==> config.mk <==
export PLATFORM = sky130hd
export DESIGN_NAME = mem_arbiter
export DESIGN_NICKNAME = d
export VERILOG_FILES = /design/src/rtl/mem_arb_pkg.sv /design/src/rtl/mem_arb_pick.sv /design/src/rtl/mem_arbiter.sv
export SDC_FILE = /design/constraint.sdc
export NUM_CORES = 1
export LEC_CHECK = 0
export ABC_AREA = 0
export CAP_MARGIN = 10
export CORE_MARGIN = 2
export CORE_UTILIZATION = 35
export CTS_CLUSTER_SIZE = 28
export DETAILED_ROUTE_END_ITERATION = 10
export HOLD_SLACK_MARGIN = 0.08
export PLACE_DENSITY_LB_ADDON = 0.2
export SLEW_MARGIN = 20
export SYNTH_ARGS = -nofsm -noshare
export SYNTH_HDL_FRONTEND = slang
export SYNTH_HIERARCHICAL = 1
export SYNTH_SLANG_ARGS = --single-unit
==> constraint.sdc <==
create_clock -name clock -period 2.7 [get_ports clock]
set_input_delay 0.54 -clock clock [delete_from_list [all_inputs] [get_ports clock]]
set_output_delay 0.54 -clock clock [all_outputs]
set_load 0.01 [all_outputs]
==> src/rtl/mem_arb_pkg.sv <==
// Shared types and constants for the unified-memory arbiter.
package mem_arb_pkg;

  typedef enum logic [1:0] {
    IDLE,
    ISSUE,
    WAIT,
    DRAIN
  } arb_state_t;

  typedef enum logic {
    OWNER_IF,
    OWNER_D
  } owner_t;

  localparam logic [1:0] WIDTH_BYTE = 2'd0;
  localparam logic [1:0] WIDTH_HALF = 2'd1;
  localparam logic [1:0] WIDTH_WORD = 2'd2;

endpackage

==> src/rtl/mem_arb_pick.sv <==
// Winner select between IF and D requesters.
// MEM_ARB_ROUND_ROBIN_EN adds a last_owner register; otherwise D has fixed priority.
module mem_arb_pick
  import mem_arb_pkg::*;
(
  input  logic   clock,
  input  logic   reset,
  input  logic   if_req,
  input  logic   d_req,
  input  logic   upd,
  output logic   pending,
  output owner_t win
);

  assign pending = if_req | d_req;

`ifdef MEM_ARB_ROUND_ROBIN_EN
  owner_t last_owner;

  // On contention the requester not granted last time wins.
  always_comb begin
    win = OWNER_D;
    if (if_req && d_req) begin
      win = (last_owner == OWNER_D) ? OWNER_IF : OWNER_D;
    end else if (if_req) begin
      win = OWNER_IF;
    end
  end

  always_ff @(posedge clock or posedge reset) begin
    if (reset) begin
      last_owner <= OWNER_IF;
    end else if (upd) begin
      last_owner <= win;
    end
  end
`else
  logic unused_ok;

  assign win       = d_req ? OWNER_D : OWNER_IF;
  assign unused_ok = ^{clock, reset, upd};
`endif

endmodule

==> src/rtl/mem_arbiter.sv <==
// Shares one memory port between IF and D with one outstanding transaction and a timeout.
// Contention policy is fixed D priority unless MEM_ARB_ROUND_ROBIN_EN is defined.
module mem_arbiter
  import mem_arb_pkg::*;
#(
  parameter int unsigned XLEN    = 32,
  parameter int unsigned ILEN    = 32,
  parameter int unsigned TIMEOUT = 64
) (
  input  logic            clock,
  input  logic            reset,
  input  logic            if_req,
  input  logic [XLEN-1:0] if_addr,
  output logic            if_gnt,
  output logic            if_rvalid,
  output logic [ILEN-1:0] if_rdata,
  output logic            if_fault,
  input  logic            d_req,
  input  logic            d_we,
  input  logic [XLEN-1:0] d_addr,
  input  logic [1:0]      d_width,
  input  logic [XLEN-1:0] d_wdata,
  output logic            d_gnt,
  output logic            d_rvalid,
  output logic [XLEN-1:0] d_rdata,
  output logic            d_fault,
  output logic            mem_req,
  output logic            mem_we,
  output logic [XLEN-1:0] mem_addr,
  output logic [1:0]      mem_width,
  output logic [XLEN-1:0] mem_wdata,
  input  logic            mem_ready,
  input  logic            mem_rvalid,
  input  logic [XLEN-1:0] mem_rdata,
  input  logic            mem_fault
);

  localparam int unsigned   CW       = (TIMEOUT > 1) ? $clog2(TIMEOUT) : 1;
  localparam logic [CW-1:0] CNT_LAST = CW'((TIMEOUT > 0) ? TIMEOUT - 1 : 0);

  arb_state_t      state;
  owner_t          owner;
  owner_t          win;
  logic            pending;
  logic            grant;
  logic            timeout_hit;
  logic            resp;
  logic [CW-1:0]   cnt;
  logic            cap_we;
  logic [XLEN-1:0] cap_addr;
  logic [1:0]      cap_width;
  logic [XLEN-1:0] cap_wdata;

  mem_arb_pick u_pick (
    .clock   (clock),
    .reset   (reset),
    .if_req  (if_req),
    .d_req   (d_req),
    .upd     (grant),
    .pending (pending),
    .win     (win)
  );

  // Grant is combinational in IDLE and suppressed while reset is held.
  assign grant       = (state == IDLE) && pending && !reset;
  assign timeout_hit = (TIMEOUT != 0) && (state == WAIT) && !mem_rvalid && (cnt == CNT_LAST);
  assign resp        = (state == WAIT) && (mem_rvalid || timeout_hit);

  assign if_gnt    = grant && (win == OWNER_IF);
  assign d_gnt     = grant && (win == OWNER_D);
  assign if_rvalid = resp && (owner == OWNER_IF);
  assign d_rvalid  = resp && (owner == OWNER_D);
  assign if_rdata  = (if_rvalid && mem_rvalid) ? mem_rdata[ILEN-1:0] : '0;
  assign d_rdata   = (d_rvalid && mem_rvalid) ? mem_rdata : '0;
  assign if_fault  = if_rvalid && (timeout_hit || mem_fault);
  assign d_fault   = d_rvalid && (timeout_hit || mem_fault);

  assign mem_req   = (state == ISSUE);
  assign mem_we    = cap_we;
  assign mem_addr  = cap_addr;
  assign mem_width = cap_width;
  assign mem_wdata = cap_wdata;

  // Handshake sequencer with captured request attributes.
  always_ff @(posedge clock or posedge reset) begin
    if (reset) begin
      state     <= IDLE;
      owner     <= OWNER_IF;
      cnt       <= '0;
      cap_we    <= 1'b0;
      cap_addr  <= '0;
      cap_width <= '0;
      cap_wdata <= '0;
    end else begin
      case (state)
        IDLE: begin
          if (grant) begin
            owner <= win;
            state <= ISSUE;
            if (win == OWNER_D) begin
              cap_we    <= d_we;
              cap_addr  <= d_addr;
              cap_width <= d_width;
              cap_wdata <= d_wdata;
            end else begin
              cap_we    <= 1'b0;
              cap_addr  <= if_addr;
              cap_width <= WIDTH_WORD;
              cap_wdata <= '0;
            end
          end
        end
        ISSUE: begin
          if (mem_ready) begin
            state <= WAIT;
            cnt   <= '0;
          end
        end
        WAIT: begin
          if (mem_rvalid) begin
            state <= IDLE;
          end else if (timeout_hit) begin
            state <= DRAIN;
          end else if (TIMEOUT != 0) begin
            cnt <= cnt + CW'(1);
          end
        end
        DRAIN: begin
          // The late response after a timeout is swallowed here.
          if (mem_rvalid) begin
            state <= IDLE;
          end
        end
        default: state <= IDLE;
      endcase
    end
  end

endmodule

==> run_summary.xml <==
<?xml version="1.0" encoding="UTF-8"?>
<metrics>
  <group name="floorplan">
    <metric name="placement_rows" unit="">38</metric>
    <metric name="io_pins" unit="">276</metric>
    <metric name="fp.dieArea" unit="sq mm">0.0118</metric>
    <metric name="start_util" unit="">0.356</metric>
    <metric name="die_y" unit="microns">109</metric>
    <metric name="die_w" unit="microns">109</metric>
    <metric name="core" unit="sq mm">0.0108</metric>
  </group>
  <group name="power_and_ir_drop">
    <metric name="leakage" unit="nW">3.77</metric>
    <metric name="vdd_drop_max" unit="V">0.000409</metric>
    <metric name="power_density" unit="mW/mm^2">753</metric>
  </group>
  <group name="grt">
    <metric name="grt_antenna_before_repair" unit="">5</metric>
    <metric name="grtUsageTotal" unit="">0.216</metric>
    <metric name="maximum_number_of_pins_on_one_net_before_global_route_repair" unit="">57</metric>
    <metric name="grt_pass1_vias" unit="">3897</metric>
    <metric name="grt_pass1_wl" unit="microns">19600</metric>
    <metric name="globalRoute.totalOverflow" unit="">0</metric>
  </group>
  <group name="timing">
    <metric name="period_share" unit="">0.987</metric>
    <metric name="timing.final.max_slew_violations" unit="">0</metric>
    <metric name="fmaxAchievable" unit="MHz">375</metric>
    <metric name="final.setup_skew" unit="ps">6.77</metric>
    <metric name="final-hold-violation-count" unit="">0</metric>
    <metric name="timing.final.setup_violations" unit="">0</metric>
    <metric name="period_needed" unit="ps">2660</metric>
    <metric name="max-slew-margin-rel" unit="">0.655</metric>
    <metric name="max_slew.worst_pin.slew" unit="ps">518</metric>
  </group>
  <group name="clock_network">
    <metric name="clock_tree.root_cell" unit="">sky130_fd_sc_hd__clkbuf_8</metric>
    <metric name="postCtsHoldBufs" unit="">0</metric>
    <metric name="cts_tree" unit="">done</metric>
    <metric name="number_of_clock_buffers_inserted_by_tritoncts" unit="">9</metric>
    <metric name="depth_of_the_cts_h_tree" unit="">3</metric>
    <metric name="worst_skew_late_latency" unit="ps">340</metric>
    <metric name="cts_buffer_depth" unit="">2</metric>
    <metric name="clock_sinks" unit="">76</metric>
    <metric name="cts.clk_slew.worst_paths" unit="ps">70</metric>
  </group>
  <group name="logic_synthesis">
    <metric name="post_synth_inst_count" unit="">425</metric>
    <metric name="mappedNetlistNets" unit="">564</metric>
    <metric name="post_synth_num_cell_types" unit="">35</metric>
    <metric name="seq_area_frac_synth" unit="">0.495</metric>
    <metric name="mapped_area" unit="sq mm">0.00384</metric>
    <metric name="ys_seq_elements" unit="">76</metric>
    <metric name="synth.yosys.warnings" unit="">6</metric>
    <metric name="post_synth.cell_area_avg" unit="sq um">9.05</metric>
  </group>
  <group name="worst_setup_path">
    <metric name="setup.worst_path.class" unit="">input port to output port</metric>
    <metric name="endpoint_kind" unit="">output port</metric>
    <metric name="data_arrival_time_of_the_critical_path" unit="ps">2120</metric>
    <metric name="category_of_the_worst_setup_path_launch_point" unit="">input port</metric>
    <metric name="endpoint_required_time_on_the_critical_path" unit="ps">2160</metric>
    <metric name="critPathMaxFanout" unit="">32</metric>
  </group>
  <group name="drt">
    <metric name="final_routed_drc_violation_total" unit="">0</metric>
    <metric name="detail_route.wl_per_cell" unit="microns">15.6</metric>
    <metric name="first_pass_iters" unit="">5</metric>
    <metric name="drt_wl_total" unit="microns">13100</metric>
    <metric name="dr_total_vias" unit="">3983</metric>
    <metric name="drt_first_iter_violations" unit="">183</metric>
    <metric name="remaining_number_of_nets_flagged_by_the_antenna_check_after_routing" unit="">0</metric>
    <metric name="avgViaCountPerCell" unit="">4.73</metric>
  </group>
  <group name="worst_hold_path">
    <metric name="holdCritPathClass" unit="">flop to flop</metric>
  </group>
  <group name="final_layout">
    <metric name="area.growth.synth_to_final" unit="%">83.0</metric>
    <metric name="layout-drive-gt1-share" unit="">0.0545</metric>
    <metric name="finish.instance_area" unit="sq mm">0.00704</metric>
    <metric name="fin_cells" unit="">842</metric>
    <metric name="design.final.nets" unit="">831</metric>
  </group>
  <group name="run">
    <metric name="maxCapViolations" unit="">0</metric>
  </group>
  <group name="place">
    <metric name="port-buffer-count" unit="">275</metric>
    <metric name="detailed_place_hpwl" unit="microns">10400</metric>
    <metric name="post_dp_cell_area" unit="sq mm">0.00672</metric>
    <metric name="numPlacedInstances" unit="">821</metric>
    <metric name="globalplace.congestion" unit="">0.753</metric>
  </group>
  <group name="outcome">
    <metric name="run_status" unit="">finished clean</metric>
  </group>
</metrics>
## cells by family after synthesis
kind of cell,count (synthesis),synth area share
buffers and inverters,37,0.0482
adder cells (fa/ha/maj),1,0.00325
AO/OA/AOI/OAI,44,0.0631
AND/OR/NAND/NOR,230,0.294
multiplexers,37,0.0966
flip-flops,76,0.495
## layout make-up
cell class / instances / area (sq um)
Antenna cell: 5 / 12.5
Clock buffer: 11 / 141
Clock inverter: 5 / 60.1
Fill cell: 921 / 3760
Inverter: 6 / 25.0
Multi-Input combinational cell: 312 / 1770
Sequential cell: 76 / 1900
Tap cell: 140 / 175
Timing Repair Buffer: 287 / 2940
## path summary, 6_finish.rpt
kind / from / to / slack, ps / cells after the start
setup / recovery: mem_rvalid / if_rdata[14] / 40 / 5
hold reg to reg: mem_wdata[31]$_DFFE_PP0P_ / mem_wdata[31]$_DFFE_PP0P_ / 470 / 2
hold / removal: mem_wdata[31]$_DFFE_PP0P_ / mem_wdata[31]$_DFFE_PP0P_ / 470 / 2
setup reg to reg: state[0]$_DFFE_PP0P_ / mem_wdata[4]$_DFFE_PP0P_ / 900 / 5
min in group asynchronous: reset / state[0]$_DFFE_PP0P_ / 490 / 2
max in group asynchronous: reset / mem_addr[19]$_DFFE_PP0P_ / 1520 / 3
## routing by layer
| metal | vias to the layer above | GRT usage | part of all wire |
|---|---|---|---|
| li1 | 1935 | - | - |
| met3 | 25 | 0.0622 | 0.095 |
| met2 | 207 | 0.379 | 0.52 |
| met1 | 1816 | 0.230 | 0.35 |
| met5 | - | 0 | 0 |
| met4 | 0 | 0.126 | 0.031 |
## per-stage QoR
stage | worst slack (ps) | util | hold slack (ps) | total power (W) | TNS [ps]
global route | -13.3 | 0.652 | 493 | 0.00567 | -38.8
CTS | 5.97 | 0.642 | 470 | 0.00537 | 0
global placement | -203 | 0.623 | 450 | 0.00441 | -392
detailed placement | -201 | 0.623 | 455 | 0.00448 | -423
finish | 35.1 | 0.652 | 466 | 0.00530 | 0
floorplan | 63.5 | - | 474 | 0.00294 | 0
## what timing repair did
| action | in CTS | in global routing |
|---|---|---|
| cloned | 0 | 0 |
| buffers inserted | 0 | 0 |
| setup endpoints to repair | 66 | 65 |
| gates resized for setup | 5 | 38 |
## power by group
part	switching (W)	total [W]	internal (W)
Combinational	0.00112	0.00251	0.00139
Clock	0.000417	0.000873	0.000456
Sequential	0.000289	0.00192	0.00163
Total	0.00183	0.00530	0.00347
## placed cells by master (no fill, tap or decap), types with 2 or more instances in the layout
master / n
sky130_fd_sc_hd__o21ai_1: 9
sky130_fd_sc_hd__inv_1: 4
sky130_fd_sc_hd__buf_12: 2
sky130_fd_sc_hd__nor2b_1: 2
sky130_fd_sc_hd__and3_1: 4
sky130_fd_sc_hd__o21ai_0: 26
sky130_fd_sc_hd__nand2_1: 108
sky130_fd_sc_hd__a31oi_1: 2
sky130_fd_sc_hd__dlymetal6s2s_1: 34
sky130_fd_sc_hd__diode_2: 5
sky130_fd_sc_hd__nor2_1: 4
sky130_fd_sc_hd__dfrtp_1: 75
sky130_fd_sc_hd__dlygate4sd2_1: 3
sky130_fd_sc_hd__nand3_1: 35
sky130_fd_sc_hd__buf_4: 10
sky130_fd_sc_hd__mux2i_1: 36
sky130_fd_sc_hd__clkdlybuf4s50_1: 237
sky130_fd_sc_hd__and2_1: 65
sky130_fd_sc_hd__clkbuf_8: 10
sky130_fd_sc_hd__clkinv_2: 3
## synth_stat cells
cell type,instances,area share
sky130_fd_sc_hd__clkinv_2,1,0.0013
sky130_fd_sc_hd__buf_2,3,0.0039
sky130_fd_sc_hd__a211oi_1,1,0.0020
sky130_fd_sc_hd__a21oi_1,1,0.0013
sky130_fd_sc_hd__clkbuf_1,22,0.021
sky130_fd_sc_hd__a31oi_1,2,0.0033
sky130_fd_sc_hd__nor3_1,1,0.0013
sky130_fd_sc_hd__nand2_1,108,0.11
sky130_fd_sc_hd__buf_6,5,0.015
sky130_fd_sc_hd__nand4_1,1,0.0016
sky130_fd_sc_hd__nand3b_1,1,0.0020
sky130_fd_sc_hd__dfrtp_1,76,0.49
sky130_fd_sc_hd__and4_1,1,0.0023
sky130_fd_sc_hd__or2_1,1,0.0016
sky130_fd_sc_hd__nor2b_1,3,0.0049
sky130_fd_sc_hd__and2_1,65,0.11
sky130_fd_sc_hd__o31ai_1,1,0.0020
sky130_fd_sc_hd__o21ai_1,9,0.012
sky130_fd_sc_hd__o311a_1,1,0.0026
sky130_fd_sc_hd__o21ai_0,26,0.034
sky130_fd_sc_hd__mux2i_1,36,0.094
sky130_fd_sc_hd__mux2_2,1,0.0029
sky130_fd_sc_hd__inv_1,5,0.0049
sky130_fd_sc_hd__and3b_1,2,0.0046
sky130_fd_sc_hd__or4b_4,1,0.0036
sky130_fd_sc_hd__nor3b_1,1,0.0020
sky130_fd_sc_hd__buf_4,1,0.0020
sky130_fd_sc_hd__nor2_1,4,0.0039
sky130_fd_sc_hd__and3_1,5,0.0081
sky130_fd_sc_hd__ha_1,1,0.0033
sky130_fd_sc_hd__o211ai_1,1,0.0020
sky130_fd_sc_hd__nand3_1,35,0.046
sky130_fd_sc_hd__a21o_1,1,0.0020
sky130_fd_sc_hd__a32o_1,1,0.0026
sky130_fd_sc_hd__nor4_1,1,0.0016
## sequential cells by signal (all words and copies together) (netlist names)
name and count:
mem_width 2, owner 1, mem_we 1, cnt 6, mem_addr 32, state 2
mem_wdata 32
## critical path, cell delays in order
cell	delay, ps
sky130_fd_sc_hd__clkdlybuf4s50_1	510
sky130_fd_sc_hd__and3b_2	220
sky130_fd_sc_hd__buf_12	160
sky130_fd_sc_hd__and2_1	150
sky130_fd_sc_hd__clkdlybuf4s50_1	540
(Power assumes the default switching activity.)
